**src/rtl/fp_add_sequencer_pkg.sv**
```systemverilog
// Shared definitions for the multi-cycle single-precision adder controller:
// field widths, special constants, FSM state encoding and field helpers.
package fp_add_sequencer_pkg;

  localparam int MANT_W  = 24;
  localparam int EXP_W   = 8;
  localparam int SHAMT_W = 8;

  localparam logic [EXP_W-1:0] EXP_MAX = 8'hFF;
  localparam logic [31:0]      QNAN    = 32'h7FC0_0000;

  typedef enum logic [2:0] {
    ST_IDLE,
    ST_ALIGN,
    ST_ADD,
    ST_NORM,
    ST_PACK,
    ST_DONE
  } state_t;

  // Zero and denormal operands contribute a zero mantissa.
  function automatic logic [MANT_W-1:0] f_mant(input logic [30:0] x);
    return (x[30:23] == 8'd0) ? '0 : {1'b1, x[22:0]};
  endfunction

  function automatic logic f_is_nan(input logic [30:0] x);
    return (x[30:23] == EXP_MAX) && (x[22:0] != 23'd0);
  endfunction

  function automatic logic f_is_inf(input logic [30:0] x);
    return (x[30:23] == EXP_MAX) && (x[22:0] == 23'd0);
  endfunction

endpackage

```
**src/rtl/fp_add_sequencer_lzc24.sv**
```systemverilog
// fp_lzc24: combinational leading-zero counter over a 24-bit mantissa.
// Returns 24 for an all-zero input.
module fp_lzc24 (
  input  logic [23:0] i_data,
  output logic [4:0]  o_count
);

  always_comb begin
    o_count = 5'd24;
    // Ascending scan so the highest set bit wins.
    for (int i = 0; i < 24; i++) begin
      if (i_data[i]) o_count = 5'(23 - i);
    end
  end

endmodule

```
**src/rtl/fp_add_sequencer.sv**
```systemverilog
// fp_add_sequencer: sequences an FP32 add through a shared right-only barrel shifter.
// Define FP_ADD_RNE_EN for round-to-nearest-even; otherwise results are truncated.
module fp_add_sequencer
  import fp_add_sequencer_pkg::*;
(
  input  logic               clk,
  input  logic               rst,
  input  logic               in_valid,
  output logic               in_ready,
  input  logic [31:0]        a,
  input  logic [31:0]        b,
  output logic               out_valid,
  input  logic               out_ready,
  output logic [31:0]        sum,
  output logic [MANT_W-1:0]  bs_data,
  output logic [SHAMT_W-1:0] bs_amt,
  input  logic [MANT_W-1:0]  bs_result
);

  state_t r_state, w_state_next;

  logic              r_sign_a, r_sign_b;
  logic [EXP_W-1:0]  r_exp_a, r_exp_b;
  logic [MANT_W-1:0] r_mant_a, r_mant_b, r_mant;
  logic              r_zero, r_ovf, r_special;
  logic [31:0]       r_special_res, r_sum;

  logic [EXP_W-1:0]  w_exp_a_in, w_exp_b_in, w_diff;
  logic [MANT_W-1:0] w_mant_a_in, w_mant_b_in, w_mant_rev, w_res_rev;
  logic              w_swap, w_special, w_accept;
  logic [31:0]       w_special_res, w_pack;
  logic [MANT_W:0]   w_sum25;
  logic [4:0]        w_lz;
  logic [EXP_W-1:0]  w_pack_exp;
  logic [22:0]       w_pack_frac;

  assign w_exp_a_in  = a[30:23];
  assign w_exp_b_in  = b[30:23];
  assign w_mant_a_in = f_mant(a[30:0]);
  assign w_mant_b_in = f_mant(b[30:0]);
  assign w_swap      = {w_exp_b_in, w_mant_b_in} > {w_exp_a_in, w_mant_a_in};
  assign w_special   = (w_exp_a_in == EXP_MAX) || (w_exp_b_in == EXP_MAX);
  assign w_accept    = in_valid && (r_state == ST_IDLE);
  assign w_diff      = r_exp_a - r_exp_b;

  always_comb begin
    if (f_is_nan(a[30:0]) || f_is_nan(b[30:0]) ||
        (f_is_inf(a[30:0]) && f_is_inf(b[30:0]) && (a[31] != b[31])))
      w_special_res = QNAN;
    else if (f_is_inf(a[30:0]))
      w_special_res = a;
    else
      w_special_res = b;
  end

  assign w_sum25 = (r_sign_a == r_sign_b) ? ({1'b0, r_mant_a} + {1'b0, r_mant_b})
                                          : ({1'b0, r_mant_a} - {1'b0, r_mant_b});

  // Normalisation left shift is done as reverse -> right shift -> reverse.
  generate
    for (genvar gi = 0; gi < MANT_W; gi++) begin : g_rev
      assign w_mant_rev[gi] = r_mant[MANT_W-1-gi];
      assign w_res_rev[gi]  = bs_result[MANT_W-1-gi];
    end
  endgenerate

  fp_lzc24 u_lzc (
    .i_data  (r_mant),
    .o_count (w_lz)
  );

`ifdef FP_ADD_RNE_EN
  logic              r_guard, r_sticky;
  logic [MANT_W-1:0] w_lost;
  logic              w_round_inc;
  logic [MANT_W:0]   w_mant_rnd;

  // Bits of mantB that fall off the bottom of the alignment shift.
  assign w_lost      = 24'(({r_mant_b, 24'd0}) >> w_diff);
  assign w_round_inc = r_guard && (r_sticky || r_mant[0]);
  assign w_mant_rnd  = {1'b0, r_mant} + {{MANT_W{1'b0}}, w_round_inc};
`endif

  always_comb begin
    w_pack_exp  = r_exp_a;
    w_pack_frac = r_mant[22:0];
`ifdef FP_ADD_RNE_EN
    if (w_mant_rnd[MANT_W]) begin
      w_pack_exp  = r_exp_a + 8'd1;
      w_pack_frac = 23'd0;
    end else begin
      w_pack_frac = w_mant_rnd[22:0];
    end
`endif
    if (r_special)
      w_pack = r_special_res;
    else if (r_ovf || (w_pack_exp == EXP_MAX))
      w_pack = {r_sign_a, EXP_MAX, 23'd0};
    else if (r_zero)
      w_pack = 32'd0;
    else
      w_pack = {r_sign_a, w_pack_exp, w_pack_frac};
  end

  always_ff @(posedge clk or posedge rst) begin
    if (rst) r_state <= ST_IDLE;
    else     r_state <= w_state_next;
  end

  always_comb begin
    w_state_next = r_state;
    in_ready     = 1'b0;
    out_valid    = 1'b0;
    bs_data      = '0;
    bs_amt       = '0;
    case (r_state)
      ST_IDLE: begin
        in_ready = 1'b1;
        if (in_valid) w_state_next = w_special ? ST_PACK : ST_ALIGN;
      end
      ST_ALIGN: begin
        bs_data      = r_mant_b;
        bs_amt       = w_diff;
        w_state_next = ST_ADD;
      end
      ST_ADD:  w_state_next = ST_NORM;
      ST_NORM: begin
        bs_data      = w_mant_rev;
        bs_amt       = {3'b000, w_lz};
        w_state_next = ST_PACK;
      end
      ST_PACK: w_state_next = ST_DONE;
      ST_DONE: begin
        out_valid = 1'b1;
        if (out_ready) w_state_next = ST_IDLE;
      end
      default: w_state_next = ST_IDLE;
    endcase
  end

  always_ff @(posedge clk or posedge rst) begin
    if (rst) begin
      r_sign_a      <= 1'b0;
      r_sign_b      <= 1'b0;
      r_exp_a       <= '0;
      r_exp_b       <= '0;
      r_mant_a      <= '0;
      r_mant_b      <= '0;
      r_mant        <= '0;
      r_zero        <= 1'b0;
      r_ovf         <= 1'b0;
      r_special     <= 1'b0;
      r_special_res <= '0;
      r_sum         <= '0;
`ifdef FP_ADD_RNE_EN
      r_guard       <= 1'b0;
      r_sticky      <= 1'b0;
`endif
    end else begin
      case (r_state)
        ST_IDLE: if (w_accept) begin
          r_special     <= w_special;
          r_special_res <= w_special_res;
          r_zero        <= 1'b0;
          r_ovf         <= 1'b0;
          if (w_swap) begin
            r_sign_a <= b[31];       r_sign_b <= a[31];
            r_exp_a  <= w_exp_b_in;  r_exp_b  <= w_exp_a_in;
            r_mant_a <= w_mant_b_in; r_mant_b <= w_mant_a_in;
          end else begin
            r_sign_a <= a[31];       r_sign_b <= b[31];
            r_exp_a  <= w_exp_a_in;  r_exp_b  <= w_exp_b_in;
            r_mant_a <= w_mant_a_in; r_mant_b <= w_mant_b_in;
          end
        end
        ST_ALIGN: begin
          r_mant_b <= (w_diff >= 8'd24) ? '0 : bs_result;
`ifdef FP_ADD_RNE_EN
          r_guard  <= w_lost[23];
          r_sticky <= (w_diff > 8'd24) ? (|r_mant_b) : (|w_lost[22:0]);
`endif
        end
        ST_ADD: begin
          if (w_sum25[MANT_W]) begin
            r_mant  <= w_sum25[MANT_W:1];
            r_exp_a <= r_exp_a + 8'd1;
            if (r_exp_a == EXP_MAX - 8'd1) r_ovf <= 1'b1;
`ifdef FP_ADD_RNE_EN
            r_guard  <= w_sum25[0];
            r_sticky <= r_guard || r_sticky;
`endif
          end else begin
            r_mant <= w_sum25[MANT_W-1:0];
          end
        end
        ST_NORM: if (!r_ovf) begin
          // Results that would need a denormal exponent are flushed to +0.
          if ((r_mant == '0) || ({3'b000, w_lz} >= r_exp_a)) begin
            r_zero <= 1'b1;
          end else begin
            r_mant  <= w_res_rev;
            r_exp_a <= r_exp_a - {3'b000, w_lz};
          end
        end
        ST_PACK: r_sum <= w_pack;
        default: ;
      endcase
    end
  end

  assign sum = r_sum;

endmodule
```
**config.mk**
```make
export PLATFORM = sky130hd
export DESIGN_NAME = fp_add_sequencer
export DESIGN_NICKNAME = d
export VERILOG_FILES = /design/src/rtl/fp_add_sequencer_pkg.sv /design/src/rtl/fp_add_sequencer_lzc24.sv /design/src/rtl/fp_add_sequencer.sv
export SDC_FILE = /design/constraint.sdc
export NUM_CORES = 1
export LEC_CHECK = 0
export CORE_MARGIN = 8
export CORE_UTILIZATION = 45
export DETAILED_ROUTE_END_ITERATION = 8
export DONT_BUFFER_PORTS = 1
export PLACE_DENSITY_LB_ADDON = 0.05
export SLEW_MARGIN = 20
export SYNTH_ARGS = -nofsm -noshare
export SYNTH_HDL_FRONTEND = slang
export SYNTH_SLANG_ARGS = --single-unit
export TNS_END_PERCENT = 10
```
**constraint.sdc**
```tcl
create_clock -name clk -period 8.4 [get_ports clk]
set_input_delay 0.84 -clock clk [delete_from_list [all_inputs] [get_ports clk]]
set_output_delay 0.84 -clock clk [all_outputs]
set_load 0.03 [all_outputs]
```
* Word-level counts from Yosys, hierarchy flattened
Index checks and enable logic that the tools add are counted.
** Word-level totals
- Flip-flop bits (word level) :: 160
- Bits of input ports :: 92
- Output and inout bits :: 66
** Operators by class
- Add/subtract/negate cells :: 5
- $lt $le $gt $ge :: 3
- Equality and inequality tests :: 19
- Multiplexer cells :: 65
- Reductions and logical operators :: 32
** Operator list (count)
- 24-bit 2-to-1 mux :: 9
- 32-bit 2-to-1 mux :: 5
- 24-bit one-hot mux with 2 select lines :: 3
- 5-bit 2-to-1 mux :: 16
- 8-bit 2-to-1 mux :: 6
- 23-bit logical NOT :: 2
- 23-bit nonzero test :: 2
- 8-bit == test, second input constant :: 4
- 32-bit > comparator :: 1
- 4-bit 2-to-1 mux :: 8
- 24-bit by 24-bit adder with 25-bit output :: 1
- 25-bit 2-to-1 mux :: 1
- 24-bit by 24-bit subtractor with 25-bit output :: 1
- 24-bit logical NOT :: 1
- 8-bit one-hot mux with 3 select lines :: 1
- 3-bit one-hot mux with 6 select lines :: 1
- 8-bit logical NOT :: 2
- 2-bit != test, second input constant :: 8
- 8-bit one-hot mux with 2 select lines :: 1
- 1-bit 2-to-1 mux :: 9
- 3-bit 2-to-1 mux :: 3
- 8-bit by 1-bit adder with 8-bit output, second input constant :: 1
- 5-bit by 8-bit >= comparator with 1-bit output :: 1
- 8-bit by 5-bit >= comparator with 1-bit output, second input constant :: 1
- 17 further kinds :: 36

* Longest topological paths before layout
- Depth in word-level cells :: 29
- Gate-level depth with buffers :: 22
- Gate-level depth less buffers :: 21

* Modules after synthesis
From an unflattened synthesis, not the netlist that was laid out.
** Unflattened totals
- Cells, all modules :: 1479
- Area total of the unflattened synthesis :: 11994.0 um^2
** Modules (own cells, without submodules)
- fp_add_sequencer :: instances 1, cells each 1431, area an instance 11728.7 um^2, seq. area each 4003.8 um^2
- fp_lzc24 :: instances 1, cells each 48, area an instance 265.3 um^2, seq. area each 0.0 um^2

* Worst setup path before layout
No wires, ideal clock.
- Kind :: register to register
- Start point :: register r_mant_b[2]
- End point :: register r_mant[15]
- Library setup time :: 0.133 ns
- Arrival time :: 4.696 ns
- Data required time :: 8.267 ns
- Setup slack :: 3.571 ns
- Cell stages (with the launch flop) :: 19
- Path buffers :: 2
- Path through :: dfrtp_1 or3_1 or3_2 or4b_1 or2_2 o21ai_0 xnor2_1 ha_1 buf_2 a21oi_1 o21ai_0 o211ai_1 o21ai_2 a2111oi_4 o21bai_2 xor2_2 buf_4 mux2i_1 o22ai_1
** On the way
- Longest elaborated chain between the ends :: 4
- Elaborated cells between the ends (all ways) :: 5
- Classes of those cells :: add/sub (2); mux (3)
** Ends and longest elaborated chain
- start: declaration :: line fp_add_sequencer.sv:24 : logic [MANT_W-1:0] r_mant_a, r_mant_b, r_mant;
- start signal: assignment :: line fp_add_sequencer.sv:169 : r_mant_a <= w_mant_b_in; r_mant_b <= w_mant_a_in;
- start signal: assignment :: line fp_add_sequencer.sv:173 : r_mant_a <= w_mant_a_in; r_mant_b <= w_mant_b_in;
- start signal: assignment :: line fp_add_sequencer.sv:177 : r_mant_b <= (w_diff >= 8'd24) ? '0 : bs_result;
- 24-bit by 24-bit subtractor with 25-bit output / 24-bit by 24-bit adder with 25-bit output (equally long branches) :: line fp_add_sequencer.sv:57, fp_add_sequencer.sv:56
- 25-bit 2-to-1 mux (*) :: line fp_add_sequencer.sv:56 : assign w_sum25 = (r_sign_a == r_sign_b) ? ({1'b0, r_mant_a} + {1'b0, r_mant_b})
- 24-bit 2-to-1 mux (*) :: line fp_add_sequencer.sv:184 : if (w_sum25[MANT_W]) begin
- 24-bit one-hot mux with 2 select lines (*) :: line fp_add_sequencer.sv:160 : case (r_state)
- end signal: assignment :: line fp_add_sequencer.sv:185 : r_mant <= w_sum25[MANT_W:1];
- end signal: assignment :: line fp_add_sequencer.sv:193 : r_mant <= w_sum25[MANT_W-1:0];
- end signal: assignment :: line fp_add_sequencer.sv:201 : r_mant <= w_res_rev;
- end: declaration :: line fp_add_sequencer.sv:24
Mark *: on every way between the ends. The rest lies on a longest branch, timed or not.
A chain may end at the register's enable or synchronous reset.

* Final worst setup path
- Start point :: register r_mant_b[2]
- End point :: register r_mant[10]
The elaborated chain is that of the path after synthesis.

==> impl_metrics.ini <==
[setup_path]
r2r_cells = 17
cp.required_ns = 8.74
cp-end-kind = flop
worstReg2RegStart = r_mant_b[2]
rrSetupSlack_ns = 2.64
arrival_ns = 6.10
critical_path_class = flop to flop
crit_fanout = 15
reg2reg_to = r_mant[10]
startpoint_type = flop

[hold_path]
hold_class = input pin to asynchronous set/reset pin

[place]
gp_congestion = 0.915
numPortBuffers = 0
hpwl_um = 32700

[floorplan]
io_pins = 158
placement_rows = 59
initial_core_util_pct = 45.8
core_um2 = 26000
dieArea_um2 = 31900
die_x_um = 179
die_h_um = 179

[grt]
grt_pass1_wl_um = 62800
grt_start_max_net_pins = 110
grt_pass1_vias = 9884
grt.total_usage_pct = 26.3
antenna_found_initial = 0
grt_overflow = 0

[logic_synthesis]
yosys.area.top_type = dfrtp_1
synth_most_common_cell = dfrtp_1
async_reset_ff_share_pct = 100
syn_nets = 1550
synth_commonest_cells = dfrtp_1 (160), nand2_1 (130), o21ai_0 (128), a21oi_1 (101), mux2i_1 (80)
ys_seq_area_share_pct = 33.6
ys_types = 81
syn-cell-area_um2 = 11900
avgSynthCellArea_um2 = 8.60
synth_top_area_share_pct = 33.6
synth_warnings = 0
netlist_instances = 1384
synth_edf_count = 0
synthTopCellsByArea = dfrtp_1 (34%), ha_1 (7.5%), mux2i_1 (6.7%)
synthFlopType = dfrtp_1
ys_ff_latch = 160

[clock_network]
cts_made_buffers = 17
cts_root_buffer = clkbuf_16
htree_levels = 4
cts_tree = done
postCtsSetupRepairBufs = 0
clock_path_buffers = 2
path_clk_slew_ns = 0.08
clock-sinks = 160
hold_buffers = 0
cts_resized = 0
clock_latency_ns = 0.44

[drt]
wirelength_um = 42000
dr.first_iter.drc_count = 1069
ant_nets = 0
wl_per_cell_um = 25.0
viasPerCell = 6.19
drc = 0
firstDrtPassIters = 5
vias = 10400

[timing]
maxSlewHeadroom_pct = 22.0
tightest_slew_ns = 1.16
fmax_ghz = 0.174
finClkSkew_ns = 0.0148
finalCritPeriodShare_pct = 68.5
rsz0062_at_grt = false
setup_tns_ns = 0
setup_viol = 0
fin_crit_ns = 5.76
slew_viol_final = 0
hold_viol = 0

[status]
status = finished clean

[job]
maxCapViolations = 0

[layout]
syn2layout_area_growth_pct = 7.03
layout.nets = 1501
layout-drive-gt1-share_pct = 6.45
antenna_cells = 0
==> layer usage <==
| layer | vias up | part of all wire (%) | track usage (%) |
|---|---|---|---|
| li1 | 4955 | - | - |
| met3 | 29 | 11 | 7.94 |
| met2 | 397 | 40 | 36.0 |
| met5 | - | 0 | 0 |
| met4 | 0 | 1.5 | 5.72 |
| met1 | 5045 | 48 | 39.5 |
==> per-stage QoR <==
stage          hold slack, ns  utilization [%]  area, um^2  std cells  setup slack, ns
3_5_place_dp            0.472             46.7       12100       1651             2.68
2_1_floorplan           0.450                -       11900       1384             3.24
3_3_place_gp            0.464             46.7       12100       1651             2.75
5_1_grt                 0.459             49.0       12700       1683             2.30
6_report                0.383             49.0       12700       1683             2.64
4_1_cts                 0.475             49.0       12700       1683             2.67
==> registers in the layout, indices dropped and copies added (netlist names) <==
signal and cells:
r_sign_a 1, r_special 1, r_mant_b 24, r_exp_b 8, r_special_res 32, r_exp_a 8, r_state 3, r_ovf 1
sum 32, r_mant_a 24, r_mant 24, r_zero 1, r_sign_b 1
==> worst max path at each step <==
stage	from	to	slack [ns]	cells past startpoint
6_report	r_mant_b[2]	r_mant[10]	2.64	17
5_1_grt	r_mant_b[2]	r_mant[11]	2.30	17
4_1_cts	r_mant_b[2]	r_mant[11]	2.67	17
3_5_place_dp	r_mant_b[2]	r_mant[11]	2.68	17
3_3_place_gp	r_mant_b[2]	r_mant[10]	2.75	17
2_1_floorplan	rst	r_exp_a[0]	3.24	1
==> area by class of cell <==
cell class                 count  area (um^2)
fill                        2606        13200
multi-input combinational   1078         7380
sequential                   160         4000
clock inverter                15          161
tap                          335          419
clock buffer                  17          425
timing repair buffer          14          105
inverter                      64          248
==> worst max-delay path, stage by stage, from the launching register on <==
cell and delay, ns:
dfrtp_1 0.45, or3_1 0.40, or3_2 0.45, or4b_1 0.59, or2_2 0.34, o41ai_2 0.24
xnor2_1 0.18, ha_1 0.32, a21o_1 0.19, a21o_1 0.17, a21oi_1 0.16, o21ai_2 0.14
a2111oi_4 0.52, o21bai_2 0.12, xor2_2 0.52, buf_4 0.38, mux2_2 0.36, o21ai_0 0.14
==> kinds of logic after synthesis <==
family,share of synthesized area (%)
simple gates,16.9
xor+xnor,4.26
compound gates,24.9
mux,7.48
buf+inv,4.83
flops,33.6
fa+ha+maj,7.97
==> cells in the final DEF (no fill, tap or decap), types with 5 or more instances in the layout <==
master     instances
o21ai_0          128
o22ai_1           12
xnor2_1           33
dfrtp_1          160
nor3_1            43
mux2i_1           80
a22oi_1           23
nand2b_1           6
clkbuf_16         17
nor4_1            21
inv_8              8
o31ai_1            5
inv_1             63
a21oi_1          101
nand3_1           12
nand4_1           17
buf_4             14
a22o_1            42
o21ai_1            5
ha_1              71
a211oi_1          32
o22a_1             9
and2_1            47
nor2_1            76
o211ai_1           9
and3_1            24
nand2_1          129
a31oi_1            5
o21bai_1           6
xor2_1            23
a21o_1            39
mux2_2             6
Power is left out: the tool's default activity adds up to more than one toggle a clock period on the data nets, which glitch-free logic cannot reach.
